`src/rtl/gmii_rx_filter.sv`:
```
// GMII receive front end: strips and validates preamble/SFD, forwards frame bytes
// as a contiguous rx_dv burst, flags bad frames on their last byte and counts frames.
module gmii_rx_filter #(
    parameter int unsigned MIN_PREAMBLE = 1,
    parameter int unsigned MIN_LEN      = 64,
    parameter int unsigned MAX_LEN      = 1522
) (
    input  logic        rst,
    input  logic        rx_clk,
    input  logic [7:0]  gmii_rxd,
    input  logic        gmii_rx_dv,
    input  logic        gmii_rx_er,
    output logic [7:0]  rx_data,
    output logic        rx_dv,
    output logic        rx_er,
    output logic [15:0] frame_cnt,
    output logic [15:0] err_cnt
);

    typedef enum logic [1:0] {
        IDLE,
        PRE,
        DATA,
        DROP
    } state_t;

    localparam logic [7:0]  PRE_BYTE  = 8'h55;
    localparam logic [7:0]  SFD_BYTE  = 8'hD5;
    localparam logic [13:0] MAX_LEN_W = 14'(MAX_LEN);

    state_t      r_state;
    state_t      w_stateNext;

    logic [7:0]  r_s1Data;
    logic        r_s1Er;

    logic [13:0] r_len;
    logic [13:0] w_lenNext;
    logic [3:0]  r_preCnt;
    logic [3:0]  w_preCntNext;
    logic        r_sticky;
    logic        w_stickyNext;

    logic [7:0]  r_rxData;
    logic [7:0]  w_dataNext;
    logic        r_rxDv;
    logic        w_dvNext;
    logic        r_rxEr;
    logic        w_erNext;

    logic [15:0] r_frameCnt;
    logic [15:0] r_errCnt;
    logic        w_goodInc;
    logic        w_badInc;

    logic        w_preOk;
    logic        w_lastBad;
    logic        w_preByte;
    logic        w_sfdByte;

    assign w_preOk   = 32'(r_preCnt) >= MIN_PREAMBLE;
    assign w_lastBad = r_sticky | (32'(r_len) < MIN_LEN);
    assign w_preByte = gmii_rx_dv && !gmii_rx_er && (gmii_rxd == PRE_BYTE);
    assign w_sfdByte = gmii_rx_dv && !gmii_rx_er && (gmii_rxd == SFD_BYTE);

    always_ff @(posedge rx_clk or posedge rst) begin
        if (rst) begin
            r_state <= DROP;
        end else begin
            r_state <= w_stateNext;
        end
    end

    // The held byte in s1 is only known to be last once the live input shows dv low,
    // so every decision below looks at the current gmii input and emits s1.
    always_comb begin
        w_stateNext  = r_state;
        w_lenNext    = r_len;
        w_preCntNext = r_preCnt;
        w_stickyNext = r_sticky;
        w_dataNext   = 8'h00;
        w_dvNext     = 1'b0;
        w_erNext     = 1'b0;
        w_goodInc    = 1'b0;
        w_badInc     = 1'b0;

        unique case (r_state)
            IDLE: begin
                if (gmii_rx_dv) begin
                    if (gmii_rxd == PRE_BYTE) begin
                        w_stateNext  = PRE;
                        w_preCntNext = 4'd1;
                    end else begin
                        w_stateNext = DROP;
                        w_badInc    = 1'b1;
                    end
                end
            end

            PRE: begin
                if (w_preByte) begin
                    if (r_preCnt != 4'hF) begin
                        w_preCntNext = r_preCnt + 4'd1;
                    end
                end else if (w_sfdByte && w_preOk) begin
                    w_stateNext  = DATA;
                    w_lenNext    = 14'd0;
                    w_stickyNext = 1'b0;
                end else begin
                    w_badInc    = 1'b1;
                    w_stateNext = gmii_rx_dv ? DROP : IDLE;
                end
            end

            DATA: begin
                if (gmii_rx_dv && (r_len == MAX_LEN_W)) begin
                    w_dataNext  = r_s1Data;
                    w_dvNext    = 1'b1;
                    w_erNext    = 1'b1;
                    w_badInc    = 1'b1;
                    w_stateNext = DROP;
                end else if (gmii_rx_dv) begin
                    // s1 still holds the SFD on the first data byte, so nothing is emitted yet
                    if (r_len != 14'd0) begin
                        w_dataNext = r_s1Data;
                        w_dvNext   = 1'b1;
                        w_erNext   = r_s1Er;
                    end
                    w_lenNext    = r_len + 14'd1;
                    w_stickyNext = r_sticky | gmii_rx_er;
                end else begin
                    w_stateNext = IDLE;
                    if (r_len == 14'd0) begin
                        w_badInc = 1'b1;
                    end else begin
                        w_dataNext = r_s1Data;
                        w_dvNext   = 1'b1;
                        w_erNext   = w_lastBad;
                        w_badInc   = w_lastBad;
                        w_goodInc  = !w_lastBad;
                    end
                end
            end

            DROP: begin
                if (!gmii_rx_dv) begin
                    w_stateNext = IDLE;
                end
            end
        endcase
    end

    always_ff @(posedge rx_clk or posedge rst) begin
        if (rst) begin
            r_s1Data   <= 8'h00;
            r_s1Er     <= 1'b0;
            r_len      <= 14'd0;
            r_preCnt   <= 4'd0;
            r_sticky   <= 1'b0;
            r_rxData   <= 8'h00;
            r_rxDv     <= 1'b0;
            r_rxEr     <= 1'b0;
            r_frameCnt <= 16'd0;
            r_errCnt   <= 16'd0;
        end else begin
            r_s1Data <= gmii_rxd;
            r_s1Er   <= gmii_rx_er;
            r_len    <= w_lenNext;
            r_preCnt <= w_preCntNext;
            r_sticky <= w_stickyNext;
            r_rxData <= w_dataNext;
            r_rxDv   <= w_dvNext;
            r_rxEr   <= w_erNext;
            if (w_goodInc) begin
                r_frameCnt <= r_frameCnt + 16'd1;
            end
            if (w_badInc) begin
                r_errCnt <= r_errCnt + 16'd1;
            end
        end
    end

    assign rx_data   = r_rxData;
    assign rx_dv     = r_rxDv;
    assign rx_er     = r_rxEr;
    assign frame_cnt = r_frameCnt;
    assign err_cnt   = r_errCnt;

endmodule

```
`config.mk`:
```
export PLATFORM = sky130hd
export DESIGN_NAME = gmii_rx_filter
export DESIGN_NICKNAME = d
export VERILOG_FILES = /design/src/rtl/gmii_rx_filter.sv
export SDC_FILE = /design/constraint.sdc
export NUM_CORES = 1
export LEC_CHECK = 0
export BUFFER_PORTS_ARGS = -buffer_cell sky130_fd_sc_hd__buf_2
export CAP_MARGIN = 15
export CELL_PAD_IN_SITES_DETAIL_PLACEMENT = 0
export CELL_PAD_IN_SITES_GLOBAL_PLACEMENT = 1
export CORE_UTILIZATION = 47
export DETAILED_ROUTE_END_ITERATION = 16
export PLACE_DENSITY_LB_ADDON = 0.1
export SYNTH_ARGS = -nofsm -noshare
export SYNTH_HDL_FRONTEND = slang
export SYNTH_SLANG_ARGS = --single-unit
```
`constraint.sdc`:
```
create_clock -name rx_clk -period 6.2 [get_ports rx_clk]
set_clock_uncertainty 0.15 [all_clocks]
set_input_delay 0.62 -clock rx_clk [delete_from_list [all_inputs] [get_ports rx_clk]]
set_output_delay 0.62 -clock rx_clk [all_outputs]
set_load 0.02 [all_outputs]
```
# [After elaboration in Yosys (flattened, before gate mapping)]
# Cells that the tools add are included.
# Widths: inputs -> output; s select.
[classes] add_sub_neg=4 order_cmp=2 eq_ne=15 muxes=50 bitwise=2 n_reduce_logical=15
[ops] operator="$mux 14" count=4
[ops] operator="$mux 8" count=5
[ops] operator="$add 16x1->16 const B" count=2
[ops] operator="$pmux 14 s2" count=1
[ops] operator="$mux 1" count=25
[ops] operator="$mux 4" count=4
[ops] operator="$ne 2x2->1 const B" count=8
[ops] operator="$add 14x1->14 const B" count=1
[ops] operator="$eq 14x11->1 const B" count=1
[ops] operator="$logic_not 14->1" count=1
[ops] operator="$lt 14x7->1 const B" count=1
[ops] operator="$mux 2" count=7
[ops] operator="$reduce_bool 14->1" count=1
[ops] operator="$reduce_and 5->1" count=2
[ops] operator="$eq 8x7->1 const B" count=1
[ops] operator="$eq 8x8->1 const B" count=1
[ops] operator="$pmux 2 s4" count=1
[ops] operator="$pmux 4 s2" count=1
[ops] operator="$logic_and 1x1->1" count=5
[ops] operator="$add 4x1->4 const B" count=1
[ops] operator="$eq 2x2->1 const B" count=2
[ops] operator="$ge 4x1->1 const B" count=1
[ops] operator="$ne 4x4->1 const B" count=1
[ops] operator="$reduce_bool 2->1" count=2
[ops] operator="7 further kinds" count=9
[totals] ff_bits=72 in_bits=12 out_inout_bits=42 word_cells=99

# [Longest topological paths before layout]
# Gate-level depths: netlist (run 1).
[logic_depth] depth_word=7 ltp_mapped=10 depth_no_buf=8

# [Worst setup path before layout (run 1)]
# No wires, ideal clock.
[synth_path] kind="in2reg" start="input gmii_rxd[5]" end="register r_preCnt[3]" setup_ns=0.121 t_arrival_ns=1.942 required_ns=5.929 path_slack_ns=3.988 path_stages=7 path_buffers=1 cell_sequence="nand4b_1 nor4_1 and3_1 clkbuf_1 nand4_1 xor2_1 nor2_1"
[synth_via] elab_chain_len=4 word_cells_on_any_way=5 classes_between="eq/ne (3); reduce/logical (2)"
[synth_lines] element="start, declared" line="10" text="input logic [7:0] gmii_rxd,"
[synth_lines] element="$eq 8x7->1 (*)" line="63, 90"
[synth_lines] element="$logic_and 1x1->1" line="63" text="assign w_preByte = gmii_rx_dv && !gmii_rx_er && (gmii_rxd == PRE_BYTE);"
[synth_lines] element="$ne 2x2->1 (no line)"
[synth_lines] element="$reduce_and 5->1 (no line) (*)"
[synth_lines] element="end signal, assigned" line="169" text="r_preCnt <= w_preCntNext;"
[synth_lines] element="end, declared" line="39" text="logic [3:0] r_preCnt;"
# Every way passes the cells marked *; elsewhere a longest branch is shown, timed or not.
# A chain may end at the register's enable or synchronous reset.

# [Worst setup path after layout (run 1)]
[layout_path] start="register r_preCnt[0]" end="register r_errCnt[1], in the netlist err_cnt[1]"
[layout_via] elab_chain_len=5
[layout_lines] element="$ge 4x1->1" line="61" text="assign w_preOk = 32'(r_preCnt) >= MIN_PREAMBLE;"
[layout_lines] element="$logic_and 1x1->1" line="105" text="end else if (w_sfdByte && w_preOk) begin"
[layout_lines] element="$mux 1" line="105"
[layout_lines] element="$mux 1" line="101" text="if (w_preByte) begin"
[layout_lines] element="$pmux 1 s3" line="87" text="unique case (r_state)"
[layout_lines] element="end signal, assigned" line="178" text="r_errCnt <= r_errCnt + 16'd1;"
[layout_lines] element="end, declared" line="52" text="logic [15:0] r_errCnt;"
# Every way passes these cells.

==> flow_summary.yaml, run 1 <==
status:
  status: "completed"
route:
  met1Wirelength_um: 3033
  ant_nets: 0
  wl_per_cell_um: 14.27
  via_per_inst: 5.302
  drt-total-wl_um: 6194
  met3_wirelength_um: 270
  top_layer: "met4"
  drtIter0Drc: 85
  post-route-drc-count: 0
  vias: 2301
  dr.pass1.iters: 4
  wl_met2_um: 2791
job:
  drv_cap: 0
floorplanning:
  fp.coreArea_mm2: 0.006495
  dieArea_mm2: 0.007245
  fp.dieW_um: 85.12
  initial_core_util_pct: 49.99
  num_rows: 29
  die_h_um: 85.12
  ios: 54
finish:
  area_delta_synth_final_pct: 17.69
  nets: 372
  fillCellCount: 562
  layout-drive-gt1-share_pct: 23.25
  diodes: 0
  utilization_pct: 58.83
synth:
  ys_seq_area_share_pct: 55.57
  synth_ff_type: "dfrtp_1"
  ys_ff_latch: 72
  async_flop_share_pct: 100.0
  yosys.area.top_type: "dfrtp_1"
  syn-num-nets: 314
  synth_commonest_cells: "dfrtp_1, nand2_1, o21ai_0, xnor2_1, nor2_1"
  ys_types: 42
  synth_edf_count: 0
  synth_area_leaders: "dfrtp_1, xnor2_1, o21ai_0"
  avgSynthCellArea_um2: 11.04
  yosys_warnings: 0
  yosysMostFrequentCell: "dfrtp_1"
  netlist_instances: 294
  synth_top_area_share_pct: 53.95
  netlist_area_mm2: 0.003247
worst_setup_path:
  timing.rr.end: "err_cnt[1]"
  critical_path.top_delay_family: "simple AND/OR/NAND/NOR gates"
  cp.buffers_inverters: 0
  startpoint_type: "register"
  crit_start: "r_preCnt[0]"
  path_max_fanout: 16
  required_ns: 6.27
  crit_path_end_kind: "register"
  cp_cell_sequence: "ha_1 -> nor4b_1 -> nand2_1 -> and4b_1 -> o221ai_2 -> mux2_2"
  slowest_delay_ns: 0.61
  cp.depth: 6
  slowest_stage: "o221ai_2"
  setup.worst_path.end: "err_cnt[1]"
  critPathArrivalTime_ns: 2.62
  reg2reg_slack_ns: 3.64
  worst-setup-path-type: "reg2reg"
  r2r-start: "r_preCnt[0]"
  reg2regPathDepth: 6
placement:
  port_buffers: 53
  post-place-ws_ns: 3.524
  gp_congestion: 0.7740
  hpwl_um: 4273
cts:
  ctsResizeCount: 0
  cts_tree: "built"
  cts_setup_buffers: 0
  path_clk_slew_ns: 0.07
  clock-sinks: 72
  cts_hold_buf: 0
  cts_root_buffer: "clkbuf_8"
  cts_inserted_buffers: 9
  htreeDepth: 3
  cts.path.max_buffers: 2
  insertion_delay_ns: 0.34
min_path:
  min_from: "gmii_rxd[1]"
  worstHoldPathType: "in2reg"
global_route:
  grt_use_total_pct: 19.25
  grt_pass1_vias: 2227
  grt_pass1_wl_um: 10810
  grt_antenna_before_repair: 0
  grt_overflow: 0
  grt_max_degree: 73
power_and_ir_drop:
  leakagePower_nw: 1.853
  vdd_drop_max_v: 0.0001831
  powerDensity_mw_per_mm2: 305.5
  p_total_w: 0.001167
timing:
  period_share_pct: 41.22
  rsz0062_at_grt: "false"
  timing.final.max_slew_violations: 0
  fmax_ghz: 0.3913
  fin_ws_ns: 3.645
  holdWs_ns: 0.2532
  setup-tns-final_ns: 0
  fin_crit_ns: 2.555
  finalSetupViolCount: 0
  slew_headroom_pct: 41.11
  finalHoldViolCount: 0
  worst_slew_pin_slew_ns: 0.8834
-- registers in the layout (all words and copies together) (netlist names) --
register,flops
r_state,2
r_sticky,1
rx_dv,1
r_s1Er,1
rx_er,1
rx_data,8
r_preCnt,4
r_s1Data,8
frame_cnt,16
r_len,14
err_cnt,16
-- kinds of logic (layout without fill, tap and decap cells) --
family / after synthesis / in the layout / share of synthesized area (%)
buf+inv: 17 / 80 / 2.389
flops: 72 / 72 / 55.57
mux: 2 / 2 / 0.6936
simple gates: 120 / 120 / 20.73
xor+xnor: 32 / 32 / 8.863
fa+ha+maj: 8 / 8 / 3.083
compound gates: 43 / 43 / 8.671
-- area by class of cell --
type                    instances  area [um2]  share of cell area, %
clock buffers                  11       141.4                  3.700
clock inverters                 5       103.9                  2.718
inverters                      10       37.54                 0.9823
multi-input cells             205        1365                  35.72
flip-flops and latches         72        1804                  47.22
well taps                      77       96.34                  2.521
repair buffers                 54       272.8                  7.138
-- metrics by stage --
| step | area [um2] | std cells |
|---|---|---|
| final | 3821 | 434 |
| after global routing | 3821 | 434 |
| after CTS | 3821 | 434 |
| after detailed placement | 3576 | 418 |
| after global placement | 3576 | 418 |
| after floorplan | 3247 | 294 |
-- worst min-delay path by stage --
stage,endpoint,slack [ns],depth (start not counted)
after floorplan,rx_data[0],0.28,1
after global placement,rx_data[2],0.28,1
after detailed placement,rx_data[5],0.28,1
after CTS,r_s1Data[1],0.24,1
after global routing,r_s1Data[1],0.24,1
final,r_s1Data[1],0.25,1
-- where the power goes --
group	switching, W	internal, W
Combinational	0.000103	0.0000638
Sequential	0.0000408	0.000510
Clock	0.000171	0.000279
-- per-layer routing --
| layer | vias to the layer above | GRT usage (%) |
|---|---|---|
| met5 | - | 0 |
| met4 | 0 | 8.320 |
| met3 | 9 | 3.891 |
| met2 | 44 | 28.59 |
| met1 | 1096 | 27.50 |
| li1 | 1152 | - |
-- placed cells by master (no fill, tap or decap), types with 4 or more instances in the layout --
master	Yosys	layout
a21oi_1	5	5
o31ai_1	5	5
inv_1	10	9
buf_2	2	53
nor3_1	4	4
nand3_1	15	15
ha_1	8	8
and3_1	9	9
o21ai_0	22	22
nand4_1	11	11
dfrtp_1	70	70
nor2_1	19	19
a31oi_1	4	4
xor2_1	9	9
nand2_1	27	27
nand2b_1	5	5
clkbuf_8	0	10
and2_1	12	12
xnor2_1	22	22
Note: power is estimated with default switching activity, not from simulation.
==> run 2, diff against run 1 <==
--- a/config.mk
+++ b/config.mk
@@ -9,7 +9,7 @@
 export CAP_MARGIN = 15
 export CELL_PAD_IN_SITES_DETAIL_PLACEMENT = 0
 export CELL_PAD_IN_SITES_GLOBAL_PLACEMENT = 1
-export CORE_UTILIZATION = 47
+export CORE_UTILIZATION = 40
 export DETAILED_ROUTE_END_ITERATION = 16
 export PLACE_DENSITY_LB_ADDON = 0.1
 export SYNTH_ARGS = -nofsm -noshare
==> constraint.sdc (replaced) <==
create_clock -name rx_clk -period 2.3 [get_ports rx_clk]
set_clock_uncertainty 0.15 [all_clocks]
set_input_delay 0.23 -clock rx_clk [delete_from_list [all_inputs] [get_ports rx_clk]]
set_output_delay 0.23 -clock rx_clk [all_outputs]
set_load 0.02 [all_outputs]
==> flow_summary.yaml, run 2 (synthesis results as in run 1) <==
worst_setup_path:
  cp.depth: 6
  slowest_stage: "dfrtp_2"
  startpoint_type: "register"
  crit_path_end_kind: "register"
  cp.buffers_inverters: 1
  worst-setup-path-type: "reg2reg"
  reg2reg_slack_ns: 0.15
  critPathArrivalTime_ns: 2.22
  path_max_fanout: 8
  required_ns: 2.37
  r2r-start: "r_len[12]"
  timing.rr.end: "err_cnt[1]"
  slowest_delay_ns: 0.45
  cp_cell_sequence: "nor4_4 -> nand4_2 -> a211o_1 -> o221ai_4 -> buf_12 -> mux2_4"
  reg2regPathDepth: 6
  critical_path.top_delay_family: "simple AND/OR/NAND/NOR gates"
  crit_start: "r_len[12]"
  setup.worst_path.end: "err_cnt[1]"
global_route:
  grt_max_degree: 41
  grt_pass1_vias: 2264
  grt_use_total_pct: 16.71
  grt_antenna_before_repair: 0
  grt_overflow: 0
  grt_pass1_wl_um: 11140
power_and_ir_drop:
  powerDensity_mw_per_mm2: 742.6
  leakagePower_nw: 1.978
  vdd_drop_max_v: 0.0003000
cts:
  cts_tree: "built"
  insertion_delay_ns: 0.34
  clock-sinks: 72
  path_clk_slew_ns: 0.08
  cts_inserted_buffers: 9
  htreeDepth: 3
  cts.path.max_buffers: 2
  cts_setup_buffers: 0
  cts_root_buffer: "clkbuf_8"
timing:
  period_share_pct: 93.45
  worst_slew_pin_slew_ns: 0.8130
  fin_crit_ns: 2.149
  rsz0062_at_grt: "false"
  finalHoldViolCount: 0
  finalSetupViolCount: 0
  slew_headroom_pct: 45.09
  fmax_ghz: 0.4653
  setup-tns-final_ns: 0
  fin_ws_ns: 0.1507
  holdWs_ns: 0.1259
  timing.final.max_slew_violations: 0
min_path:
  worstHoldPathType: "in2reg"
floorplanning:
  num_rows: 32
  die_h_um: 92.10
  initial_core_util_pct: 41.59
  fp.dieW_um: 92.10
  fp.coreArea_mm2: 0.007807
  ios: 54
  dieArea_mm2: 0.008481
finish:
  layout-drive-gt1-share_pct: 27.60
  fillCellCount: 713
  diodes: 0
  nets: 401
  finalInstanceArea_mm2: 0.004154
  final_cell_mix: "dfrtp_1, buf_2, nand2_1"
  area_delta_synth_final_pct: 27.94
  final_common_cell: "dfrtp_1"
route:
  drtIter0Drc: 93
  post-route-drc-count: 0
  via_per_inst: 4.984
  drt-total-wl_um: 6564
  wl_per_cell_um: 13.51
  dr.pass1.iters: 6
  ant_nets: 0
  vias: 2422
status:
  status: "completed"
placement:
  port_buffers: 53
  dpl_cell_area_mm2: 0.003780
  hpwl_um: 4497
  post-place-ws_ns: 0.04102
  gp_congestion: 0.7610
job:
  drv_cap: 0
## run 2: cell types whose count changed in the layout (fill, tap and decap cells not counted), moves of 2 or more
cell and change:
buf_12 +3, buf_4 +15, clkinvlp_4 +2, dfrtp_1 -2, dfrtp_2 +2, dlygate4sd3_1 +10
## run 2: power by group
group	switching (W)	total (W)	internal (W)
clock network	0.000471	0.00107	0.000600
logic	0.000299	0.000533	0.000234
registers	0.000106	0.00148	0.00137
total	0.000877	0.00308	0.00221
## run 2: per-stage QoR
stage / instances / utilization, % / total power [W]
after floorplan: 294 / - / 0.001802
after global placement: 461 / 48.41 / 0.001997
after detailed placement: 461 / 48.41 / 0.002004
after CTS: 485 / 52.36 / 0.003100
after global routing: 486 / 53.21 / 0.003243
final: 486 / 53.21 / 0.003085
## run 2: worst min-delay path by stage
stage | start | to | slack (ns) | depth (start not counted)
floorplan | gmii_rxd[0] | r_s1Data[0] | 0.11 | 0
global placement | rst | err_cnt[5] | 0.11 | 2
detailed placement | rst | err_cnt[4] | 0.11 | 2
CTS | gmii_rx_dv | r_state[1] | 0.10 | 3
global route | gmii_rx_dv | r_state[1] | 0.13 | 3
finish | gmii_rx_dv | r_state[1] | 0.13 | 3
## run 2: worst reg2reg max path, cell delays in order, from the launching register on
cell      delay [ns]
dfrtp_2         0.45
nor4_4          0.39
nand4_2         0.15
a211o_1         0.32
o221ai_4        0.11
buf_12          0.16
mux2_4          0.29
## run 2: layout make-up
type,count,area [um2],area share [%]
tap,102,127.6,3.072
multi-input combinational,205,1404,33.80
inverter,10,37.54,0.9036
sequential,72,1807,43.49
timing repair buffer,83,570.5,13.73
clock buffer,9,123.9,2.982
clock inverter,5,83.83,2.018
## run 2: metal layers
layer  track usage [%]  part of all wire [%]  up-vias
met1             23.49                    50     1158
met3             3.234                   3.2       12
met2             25.12                    45       44
li1                  -                     -     1208
met5                 0                     0        -
met4             7.031                   1.7        0
## run 2: what timing repair did
item,in CTS,in global routing
endpoints found under the setup margin,0,15
hold buffers,10,0
resized for setup,0,8
hold endpoints to repair,26,0
==> run 3, diff against run 2 <==
==> constraint.sdc (replaced) <==
create_clock -name rx_clk -period 1.9 [get_ports rx_clk]
set_clock_uncertainty 0.15 [all_clocks]
set_input_delay 0.19 -clock rx_clk [delete_from_list [all_inputs] [get_ports rx_clk]]
set_output_delay 0.19 -clock rx_clk [all_outputs]
set_load 0.02 [all_outputs]
==> flow_summary.yaml, run 3 (synthesis results as in run 1) <==
worst_setup_path:
  worst-setup-path-type: "reg2reg"
  startpoint_type: "register"
  required_ns: 1.97
  critPathArrivalTime_ns: 2.20
  path_max_fanout: 4
  crit_path_end_kind: "register"
power_and_ir_drop:
  power_frac_comb_pct: 21.3
  p_seq_share_pct: 47.4
  powerDensity_mw_per_mm2: 801.4
  p_sw_share_pct: 30.03
  vdd_drop_max_v: 0.0004233
  power.share.clock_pct: 31.2
  switchingPower_w: 0.001122
  internal-power_w: 0.002613
  leakagePower_nw: 2.260
placement:
  gp_congestion: 0.7670
  port_buffers: 53
  dp_cells: 486
  hpwl_um: 4805
finish:
  nets: 437
  final_common_cell: "dfrtp_1"
  finalNonFillerCells: 523
  area_delta_synth_final_pct: 43.55
  final_cell_mix: "dfrtp_1, buf_2, buf_4"
  diodes: 0
  layout-drive-gt1-share_pct: 42.28
timing:
  rsz0062_at_grt: "true"
  finalHoldViolCount: 0
  holdWs_ns: 0.05733
  fin_crit_ns: 2.129
  fmax_ghz: 0.4698
  finalSetupViolCount: 34
  period_share_pct: 112.0
  worst_slew_pin_slew_ns: 0.5458
  slew_headroom_pct: 63.48
  timing.final.max_slew_violations: 0
  fin_ws_ns: -0.2285
route:
  drt-total-wl_um: 7515
  post-route-drc-count: 0
  dr.pass1.iters: 4
  wl_per_cell_um: 14.37
  drtIter0Drc: 93
  ant_nets: 0
  via_per_inst: 4.967
  vias: 2598
job:
  drv_cap: 0
floorplanning:
  ios: 54
  dieArea_mm2: 0.008481
  die_h_um: 92.10
  initial_core_util_pct: 41.59
  fp.dieW_um: 92.10
  fp.coreArea_mm2: 0.007807
  num_rows: 32
global_route:
  grt_antenna_before_repair: 0
  grt_pass1_vias: 2486
  grt_overflow: 0
  grt_pass1_wl_um: 12280
  grt_max_degree: 73
  grt_use_total_pct: 18.65
cts:
  path_clk_slew_ns: 0.07
  htreeDepth: 3
  cts.path.max_buffers: 2
  clock-sinks: 72
  cts_tree: "built"
  insertion_delay_ns: 0.33
  cts_inserted_buffers: 9
  cts_root_buffer: "clkbuf_8"
status:
  violations: "negative setup slack"
  status: "complete, but fails checks"
min_path:
  worstHoldPathType: "in2reg"
run 3: cell count changes in the layout (fill, tap and decap cells not counted), sizes merged:
| cell | before | now |
|---|---|---|
| buf | 72 | 108 |
| clkinv | 1 | 4 |
| bufinv | 2 | 1 |
| inv | 10 | 9 |
run 3: critical path, stage by stage (launching register included):
cell and delay, ns:
dfrtp_1 0.39, inv_2 0.08, ha_4 0.13, nor4bb_4 0.21
nand4_2 0.16, a211o_1 0.32, o221ai_4 0.11, buf_4 0.17
mux2_4 0.28
run 3: worst paths after layout:
| path | start | to | slack [ns] | cells past startpoint |
|---|---|---|---|---|
| setup / recovery | r_len[0] | err_cnt[1] | -0.23 | 8 |
| setup reg to reg | r_len[0] | err_cnt[1] | -0.23 | 8 |
| max in group asynchronous | rst | r_state[0] | 0.91 | 4 |
| hold reg to reg | r_s1Data[4] | rx_data[4] | 0.30 | 1 |
| min in group asynchronous | rst | frame_cnt[7] | 0.36 | 4 |
| hold / removal | gmii_rx_er | r_sticky | 0.06 | 3 |
run 3: what timing repair did:
item                                   CTS  global route
hold buffers                            10             0
buffers inserted                         8             5
setup endpoints to repair               41            44
pin swaps                               16            35
cloned                                   1             2
gates resized for setup                 46            46
endpoints found under the hold margin   79             0
run 3: stage by stage:
stage / util [%] / cell area, um2 / setup slack [ns] / setup TNS [ns] / total power, W
3_3_place_gp: 51.11 / 3990 / -0.2411 / -5.141 / 0.002470
5_1_grt: 59.70 / 4661 / -0.3138 / -8.773 / 0.003940
2_1_floorplan: - / 3292 / -0.2133 / -2.370 / 0.002189
6_report: 59.70 / 4661 / -0.2285 / -4.230 / 0.003735
4_1_cts: 57.52 / 4491 / -0.2028 / -4.165 / 0.003721
3_5_place_dp: 51.11 / 3990 / -0.2940 / -6.794 / 0.002481
run 3: power by group through the flow:
stage,combinational (W),clock (W),sequential (W)
finish,0.000797,0.00117,0.00177
global route,0.000878,0.00127,0.00179
global placement,0.000681,0,0.00179
detailed placement,0.000688,0,0.00179
floorplan,0.000259,0,0.00193
CTS,0.000757,0.00120,0.00177
run 3: area by class of cell:
type                    count  area [um2]
fillers                   675        3147
flip-flops and latches     72        1805
multi-input cells         205        1638
repair buffers            119       863.3
well taps                 102       127.6
clock buffers               9       123.9
clock inverters             6       61.31
inverters                  10       41.29
run 3: layer usage:
layer / up-vias / global-route usage [%] / wire length (um)
li1: 1272 / - / -
met1: 1273 / 25.52 / 3646
met2: 45 / 28.79 / 3543
met3: 8 / 5.473 / 237
met4: 0 / 5.208 / 86
met5: - / 0 / 0
